<file path="src/rtl/mem_arbiter.sv">
// Burst-granular arbiter sharing the main-memory port between the I-cache and D-cache fill FSMs.
// Optional ARB_RR_EN: simultaneous requests in IDLE go to the requester that did not own last.
module mem_arbiter #(
    parameter int MEM_LAT = 4,
    parameter int CNT_W   = 3
) (
    input  logic        clk,
    input  logic        rst,
    input  logic        i_req,
    input  logic [15:0] i_addr,
    output logic        i_grant,
    output logic        i_data_valid,
    input  logic        d_req,
    input  logic        d_wrt,
    input  logic [15:0] d_addr,
    input  logic [15:0] d_wdata,
    output logic        d_grant,
    output logic        d_data_valid,
    output logic        mem_enable,
    output logic        mem_wr,
    output logic [15:0] mem_addr,
    output logic [15:0] mem_wdata,
    input  logic        mem_data_valid,
    output logic        proto_err
);

    typedef enum logic [1:0] {
        IDLE  = 2'd0,
        OWN_I = 2'd1,
        OWN_D = 2'd2,
        DRAIN = 2'd3
    } state_e;

    localparam logic OWNER_I = 1'b0;
    localparam logic OWNER_D = 1'b1;
    localparam logic [CNT_W-1:0] OUTS_MAX = {CNT_W{1'b1}};

    if (2 ** CNT_W <= MEM_LAT) begin : g_cnt_w_too_narrow
        // A counter this narrow would saturate while reads are still legally in flight.
        localparam int CfgBad = 1;
    end

    state_e           state_q, state_d;
    logic [CNT_W-1:0] outs_q, outs_d;
    logic             last_q, last_d;
    logic             flight_q, flight_d;
    logic             proto_err_q, proto_err_d;
    logic             rd_issue;
    logic             rd_return;
    logic             spurious;
    logic             tie_to_i;

`ifdef ARB_RR_EN
    assign tie_to_i = (last_q == OWNER_D);
`else
    assign tie_to_i = 1'b0;
`endif

    // flight_q names the owner whose reads are in flight; last_q only moves once they drain.
    always_comb begin
        state_d  = state_q;
        flight_d = flight_q;
        last_d   = last_q;
        case (state_q)
            IDLE: begin
                if ((d_req || d_wrt) && !(i_req && tie_to_i)) begin
                    state_d  = OWN_D;
                    flight_d = OWNER_D;
                end else if (i_req) begin
                    state_d  = OWN_I;
                    flight_d = OWNER_I;
                end
            end
            OWN_I: begin
                if (!i_req) state_d = DRAIN;
            end
            OWN_D: begin
                if (!d_req && !d_wrt) state_d = DRAIN;
            end
            DRAIN: begin
                if (outs_q == '0) begin
                    state_d = IDLE;
                    last_d  = flight_q;
                end
            end
            default: state_d = IDLE;
        endcase
    end

    always_comb begin
        mem_enable = 1'b0;
        mem_wr     = 1'b0;
        mem_addr   = '0;
        mem_wdata  = '0;
        case (state_q)
            OWN_I: begin
                mem_enable = i_req;
                mem_addr   = i_addr;
            end
            OWN_D: begin
                mem_enable = d_req | d_wrt;
                mem_wr     = d_wrt;
                mem_addr   = d_addr;
                mem_wdata  = d_wdata;
            end
            default: ;
        endcase
    end

    // A return with nothing outstanding is dropped and flagged, never counted.
    always_comb begin
        rd_issue    = mem_enable & ~mem_wr;
        rd_return   = mem_data_valid & (outs_q != '0);
        spurious    = mem_data_valid & (outs_q == '0);
        outs_d      = outs_q;
        proto_err_d = proto_err_q | spurious;
        if (rd_issue && !rd_return && (outs_q != OUTS_MAX)) begin
            outs_d = outs_q + 1'b1;
        end else if (!rd_issue && rd_return) begin
            outs_d = outs_q - 1'b1;
        end
    end

    always_ff @(posedge clk) begin
        if (rst) begin
            state_q     <= IDLE;
            outs_q      <= '0;
            last_q      <= OWNER_I;
            flight_q    <= OWNER_I;
            proto_err_q <= 1'b0;
        end else begin
            state_q     <= state_d;
            outs_q      <= outs_d;
            last_q      <= last_d;
            flight_q    <= flight_d;
            proto_err_q <= proto_err_d;
        end
    end

    assign i_grant      = (state_q == OWN_I);
    assign d_grant      = (state_q == OWN_D);
    assign i_data_valid = rd_return & (flight_q == OWNER_I);
    assign d_data_valid = rd_return & (flight_q == OWNER_D);
    assign proto_err    = proto_err_q;

endmodule

</file>
<file path="config.mk">
export PLATFORM = sky130hd
export DESIGN_NAME = mem_arbiter
export DESIGN_NICKNAME = d
export VERILOG_FILES = /design/src/rtl/mem_arbiter.sv
export SDC_FILE = /design/constraint.sdc
export NUM_CORES = 1
export LEC_CHECK = 0
export BUFFER_PORTS_ARGS = -buffer_cell sky130_fd_sc_hd__buf_4
export CAP_MARGIN = 25
export CORE_MARGIN = 8
export CORE_UTILIZATION = 32
export DETAILED_ROUTE_END_ITERATION = 8
export PLACE_DENSITY = 0.77
export SYNTH_ARGS = -nofsm -noshare
export SYNTH_HDL_FRONTEND = slang
export SYNTH_SLANG_ARGS = --single-unit
</file>
<file path="constraint.sdc">
create_clock -name clk -period 2.2 [get_ports clk]
set_clock_uncertainty 0.15 [all_clocks]
set_input_delay 0.22 -clock clk [delete_from_list [all_inputs] [get_ports clk]]
set_output_delay 0.22 -clock clk [all_outputs]
set_load 0.05 [all_outputs]
</file>
==> results of run 1 <==
==> logic make-up (layout without fill, tap and decap cells) <==
family / Yosys count / count (layout) / synth area share (%)
and+or+nand+nor: 55 / 55 / 35.6
AOI/OAI and AO/OA: 37 / 37 / 30.7
buffers and inverters: 12 / 109 / 6.68
DFF: 7 / 7 / 15.6
adders and majority gates: 5 / 5 / 7.79
muxes: 3 / 3 / 3.62
==> report_power, final <==
part / total (mW) / internal, mW / switching [mW]
Clock: 0.114 / 0.0690 / 0.0448
Combinational: 2.32 / 0.915 / 1.40
Sequential: 0.247 / 0.184 / 0.0633
==> cell usage in the layout, fill, tap and decap left out, types with 4 or more instances in the layout <==
cell / netlist / layout
nor2b_2: 0 / 13
and2_1: 18 / 17
nor2_1: 7 / 7
nand2_1: 5 / 4
nor2b_1: 19 / 6
dfxtp_1: 7 / 5
a22oi_1: 16 / 16
buf_4: 0 / 102
==> final timing paths <==
path / slack [ns] / start / end / cells past startpoint
worst max-delay path: 0.03 / state_q[1]$_SDFFE_PP0P_ / outs_q[2]$_SDFFE_PP0P_ / 8
worst min-delay path: 0.06 / rst / state_q[1]$_SDFFE_PP0P_ / 2
worst max register to register: 0.03 / state_q[1]$_SDFFE_PP0P_ / outs_q[2]$_SDFFE_PP0P_ / 8
worst min register to register: 0.32 / flight_q$_SDFFE_PP0P_ / flight_q$_SDFFE_PP0P_ / 2
==> final cells by class <==
class                           count  area (µm²)  share of cell area (%)
Tap cell                           31        38.8                    2.18
Clock buffer                        4        26.3                    1.48
Sequential cell                     7         143                    8.02
Multi-Input combinational cell    100         793                    44.6
Inverter                            3        11.3                   0.633
Timing Repair Buffer              102         766                    43.1
==> metrics by stage <==
| stage | area [µm²] | total power, mW | hold WS [ns] | util (%) | std cells |
|---|---|---|---|---|---|
| 3_3_place_gp | 1720 | 2.45 | 0.310 | 63.6 | 243 |
| 3_5_place_dp | 1720 | 2.50 | 0.320 | 63.6 | 243 |
| 4_1_cts | 1770 | 2.66 | 0.0579 | 65.2 | 247 |
| 5_1_grt | 1780 | 2.84 | 0.0586 | 65.6 | 247 |
| 6_report | 1780 | 2.68 | 0.0558 | 65.6 | 247 |
| 2_1_floorplan | 968 | 1.87 | 0.211 | - | 119 |
==> registers in the layout (all words and copies together), names as in the netlist <==
register	flops
proto_err	1
flight_q	1
state_q	2
outs_q	3
==> layer usage <==
| layer | global-route usage (%) | part of all wire [%] |
|---|---|---|
| met2 | 27.5 | 49 |
| met5 | 0 | 0 |
| met4 | 4.78 | 1.1 |
| met1 | 20.1 | 42 |
| met3 | 3.86 | 7.7 |
==> critical path, stage by stage (launching register included) <==
cell and delay [ns]:
dfxtp_2 0.33, inv_2 0.06, ha_4 0.27, a21boi_4 0.17
and2_4 0.17, nand2_2 0.05, fa_2 0.35, a31oi_1 0.15
mux2_2 0.34
==> repair_timing <==
action | CTS | global route
setup endpoints to repair | 1 | 1
endpoints found under the hold margin | 0 | 0
cloned | 0 | 0
buffers inserted | 0 | 0
gates resized for setup | 2 | 2
pin swaps | 0 | 0
==> impl_metrics.tcl, run 1 <==
set metrics [dict create \
    status "finished, final reports clean" \
    rsz0062_at_grt "true" \
    n_antenna_cell 0 \
    syn_nets 178 \
    drive_above_1_share_pct 61.6 \
    fillCellCount 240 \
    synthCells 119 \
    critPathKind "reg -> reg" \
    clk-insertion-delay-late_ns 0.25 \
    ys.flop_type "dfxtp_1" \
    cts_tree "yes" \
    clkSlewWorstSetupHoldPaths_ns 0.05 \
    grtUsageTotal_pct 16.4 \
    die-area_um2 4760 \
    numCtsBuffers 3 \
    place_ws_ns -0.0129 \
    hold_viol_final 0 \
    core_um2 2710 \
    clockBufferDepth 2 \
    port_buffers 92 \
    ctsRootBufferMaster "clkbuf_4" \
    path_max_fanout 3 \
    grt_pass1_vias 1205 \
    syn-cell-area_um2 900 \
    grt_max_degree 28 \
    avgSynthCellArea_um2 7.56 \
    start_kind "register" \
    via_per_inst 4.98 \
    cts_max_level 1 \
    numClockSinks 7 \
    yosysSeqAreaShare_pct 15.6 \
    p_leak_nw 0.866 \
    fin_nets 276 \
    cap_viol_max_count 0 \
    tns_ns 0 \
    hold_class "in -> reg" \
    slew_viol_final 0 \
    worstMarginPinSlew_ns 0.366 \
    max_freq_mhz 462 \
    route.detailed.drc 0 \
    dpl.hpwl_um 3540 \
    slew_headroom_pct 75.4 \
    synthTopCellsByArea "dfxtp_1 (16%), a22oi_1 (13%), nor2b_1 (13%)" \
    drtIter0Drc 62 \
    synth_area_leader_cell "dfxtp_1" \
    dieWidth_um 69.0 \
    ctsHoldBuffers 0 \
    worstPathArrival_ns 2.15 \
    fin_ws_ns 0.0344 \
    synth_warnings 0 \
    yosysTopAreaCellShare_pct 15.6 \
    synthArstFlopShare_pct 0 \
    end_kind "register" \
    synth_commonest_cells "nor2b_1 (19), and2_1 (18), a22oi_1 (16)" \
    initial_core_util_pct 33.2 \
    period_share_pct 98.4 \
    ios 93 \
    synth_edf_count 0 \
    syn_to_final_growth_pct 97.6 \
    crit_required_ns 2.19 \
    synthDistinctLibCells 33 \
    routed_wl_um 4160 \
    yosys.cell_count.top_type "nor2b_1" \
    place.gp.congestion 0.852 \
    antenna_found_initial 0 \
    first_pass_iters 4 \
    grt_pass1_wl_um 6630 \
    power_density_nw_per_um2 1510 \
    vias 1231 \
    die_h_um 69.0 \
    wire_per_inst_um 16.8 \
    row_count 19 \
    postRouteAntennaNets 0 \
    ir_worst_vdd_mv 0.866 \
    synth_seq_cells 7 \
    setup_viol 0 \
    grt_overflow 0 \
    final.min_clock_period_ns 2.17 \
]
No activity file was read; power rests on OpenSTA's default activity.
==> inputs of run 2 (changes only) <==
==> config.mk (replaced) <==
export PLATFORM = sky130hd
export DESIGN_NAME = mem_arbiter
export DESIGN_NICKNAME = d
export VERILOG_FILES = /design/src/rtl/mem_arbiter.sv
export SDC_FILE = /design/constraint.sdc
export NUM_CORES = 1
export LEC_CHECK = 0
export CAP_MARGIN = 25
export CORE_MARGIN = 8
export CORE_UTILIZATION = 56
export DETAILED_ROUTE_END_ITERATION = 8
export DONT_BUFFER_PORTS = 1
export GPL_TIMING_DRIVEN = 0
export PLACE_DENSITY = 0.74
export SYNTH_ARGS = -nofsm -noshare
export SYNTH_HDL_FRONTEND = slang
export SYNTH_SLANG_ARGS = --single-unit
==> run 2 against run 1 <==
Against the previous run:
- the run now ends with setup timing left
- die area decreased by 34%
- register-to-register slack got worse by 0.19 ns
- fmax decreased by 8.1%
- sequential power increased by 25%
- core utilization increased by 20 points
- clock power increased by 6%
- sequential share of layout area increased by 3.5 points
- via count decreased by 22%
- flip-flop and latch count unchanged
- largest power group unchanged
==> impl_metrics.tcl, run 2 (synthesis results as in run 1) <==
set metrics [dict create \
    ir_worst_vdd_mv 1.48 \
    p_leak_nw 0.511 \
    fillCellCount 93 \
    place_area_um2 988 \
    cap_viol_max_count 0 \
    ios 93 \
    cts_max_level 1 \
    layout_commonest_cell "nor2b_4" \
    place_ws_ns -0.204 \
    grtUsageTotal_pct 18.4 \
    worstPathArrival_ns 2.36 \
    tns_ns -0.192 \
    die-area_um2 3140 \
    hold_class "in -> reg" \
    numCtsBuffers 3 \
    clkSlewWorstSetupHoldPaths_ns 0.05 \
    dieWidth_um 56.1 \
    period_share_pct 107 \
    reg2reg_from "state_q[0]$_SDFFE_PP0P_" \
    status "finished, violations left" \
    end_kind "register" \
    fin_ws_ns -0.157 \
    via_per_inst 6.47 \
    hold_viol_final 0 \
    final.min_clock_period_ns 2.36 \
    grt_pass1_vias 982 \
    drive_above_1_share_pct 53.0 \
    max_freq_mhz 424 \
    place.gp.congestion 0.739 \
    regMostFlops "outs_q" \
    clockBufferDepth 2 \
    start_kind "register" \
    route.detailed.drc 0 \
    core_um2 1510 \
    crit_required_ns 2.20 \
    grt_overflow 0 \
    fin_nets 192 \
    routed_wl_um 3340 \
    die_h_um 56.1 \
    regArea_um2 148 \
    largestRegisters "outs_q (3), state_q (2)" \
    ctsRootBufferMaster "clkbuf_4" \
    final_util_pct 85.1 \
    port_buffers 0 \
    largest_register_ffs 3 \
    r2r-end "outs_q[2]$_SDFFE_PP0P_" \
    path_max_fanout 5 \
    numClockSinks 7 \
    multi_input_area_um2 928 \
    setup_viol 2 \
    wire_per_inst_um 22.5 \
    grt_pass1_wl_um 4870 \
    min-delay-start "i_req" \
    holdPathEnd "flight_q$_SDFFE_PP0P_" \
    critPathKind "reg -> reg" \
    antenna_found_initial 0 \
    failed_checks "setup timing" \
    power_density_nw_per_um2 2110 \
    row_count 14 \
    postRouteAntennaNets 0 \
    worstMarginPinSlew_ns 0.900 \
    final_area_um2 1280 \
    n_antenna_cell 0 \
    vias 957 \
    cts_tree "yes" \
    rrSetupSlack_ns -0.16 \
    rr_worst_depth 10 \
    dpl.hpwl_um 2390 \
    slew_viol_final 0 \
    final_cell_mix "nor2b_4 (16), a22oi_1 (14), and2_4 (11), buf_4 (8)" \
    grt_max_degree 11 \
    min_path_cells 3 \
    drtIter0Drc 20 \
    initial_core_util_pct 59.7 \
    syn_to_final_growth_pct 42.6 \
    first_pass_iters 4 \
    slew_headroom_pct 39.8 \
    clk-insertion-delay-late_ns 0.26 \
    rsz0062_at_grt "true" \
]
## run 2: layer usage
metal | vias up | share of wire (%) | GRT usage [%]
met5 | - | 0 | 0
met1 | 440 | 34 | 16.1
li1 | 455 | - | -
met2 | 57 | 53 | 34.4
met4 | 0 | 1.3 | 3.78
met3 | 5 | 11 | 11.4
## run 2: power by group
group / internal [mW] / switching, mW
Combinational: 0.883 / 1.39
Clock: 0.0695 / 0.0516
Sequential: 0.191 / 0.117
Total: 1.14 / 1.56
## run 2: critical path: stages, from the launching register on
cell      delay [ns]
dfxtp_4         0.37
inv_4           0.05
ha_4            0.21
buf_6           0.15
a21boi_4        0.15
and2_4          0.17
nand2_1         0.07
fa_2            0.38
a211oi_2        0.19
a31oi_2         0.08
mux2_2          0.28
## run 2: timing repair
item,CTS,global route
pin swaps,1,2
buffers inserted,4,4
gates resized for setup,35,42
endpoints found under the hold margin,1,0
hold buffers,1,0
setup endpoints to repair,28,26
gates cloned,0,0
## run 2: area by class of cell
| type | instances | share of cell area (%) |
|---|---|---|
| multi-input combinational | 100 | 72.4 |
| sequential | 7 | 11.5 |
| timing repair buffer | 9 | 5.76 |
| buffer | 9 | 5.46 |
| clock buffer | 4 | 2.05 |
| tap | 16 | 1.56 |
| inverter | 3 | 1.27 |
## run 2: stage by stage
stage	power (mW)	hold WS (ns)	std cells
3_3_place_gp	2.01	0.215	135
6_report	2.70	0.00355	148
3_5_place_dp	2.04	0.242	135
4_1_cts	2.49	0.00294	144
2_1_floorplan	1.87	0.211	119
5_1_grt	2.83	0.00575	148
## run 2: how the worst max path moves through the flow
stage | startpoint | endpoint | slack (ns) | cells after the start
4_1_cts | state_q[0]$_SDFFE_PP0P_ | outs_q[2]$_SDFFE_PP0P_ | -0.11 | 10
6_report | state_q[0]$_SDFFE_PP0P_ | outs_q[2]$_SDFFE_PP0P_ | -0.16 | 10
3_5_place_dp | state_q[0]$_SDFFE_PP0P_ | outs_q[2]$_SDFFE_PP0P_ | -0.20 | 9
2_1_floorplan | state_q[0]$_SDFFE_PP0P_ | outs_q[2]$_SDFFE_PP0P_ | -0.06 | 10
3_3_place_gp | state_q[0]$_SDFFE_PP0P_ | outs_q[2]$_SDFFE_PP0P_ | -0.15 | 10
5_1_grt | state_q[0]$_SDFFE_PP0P_ | outs_q[2]$_SDFFE_PP0P_ | -0.23 | 10
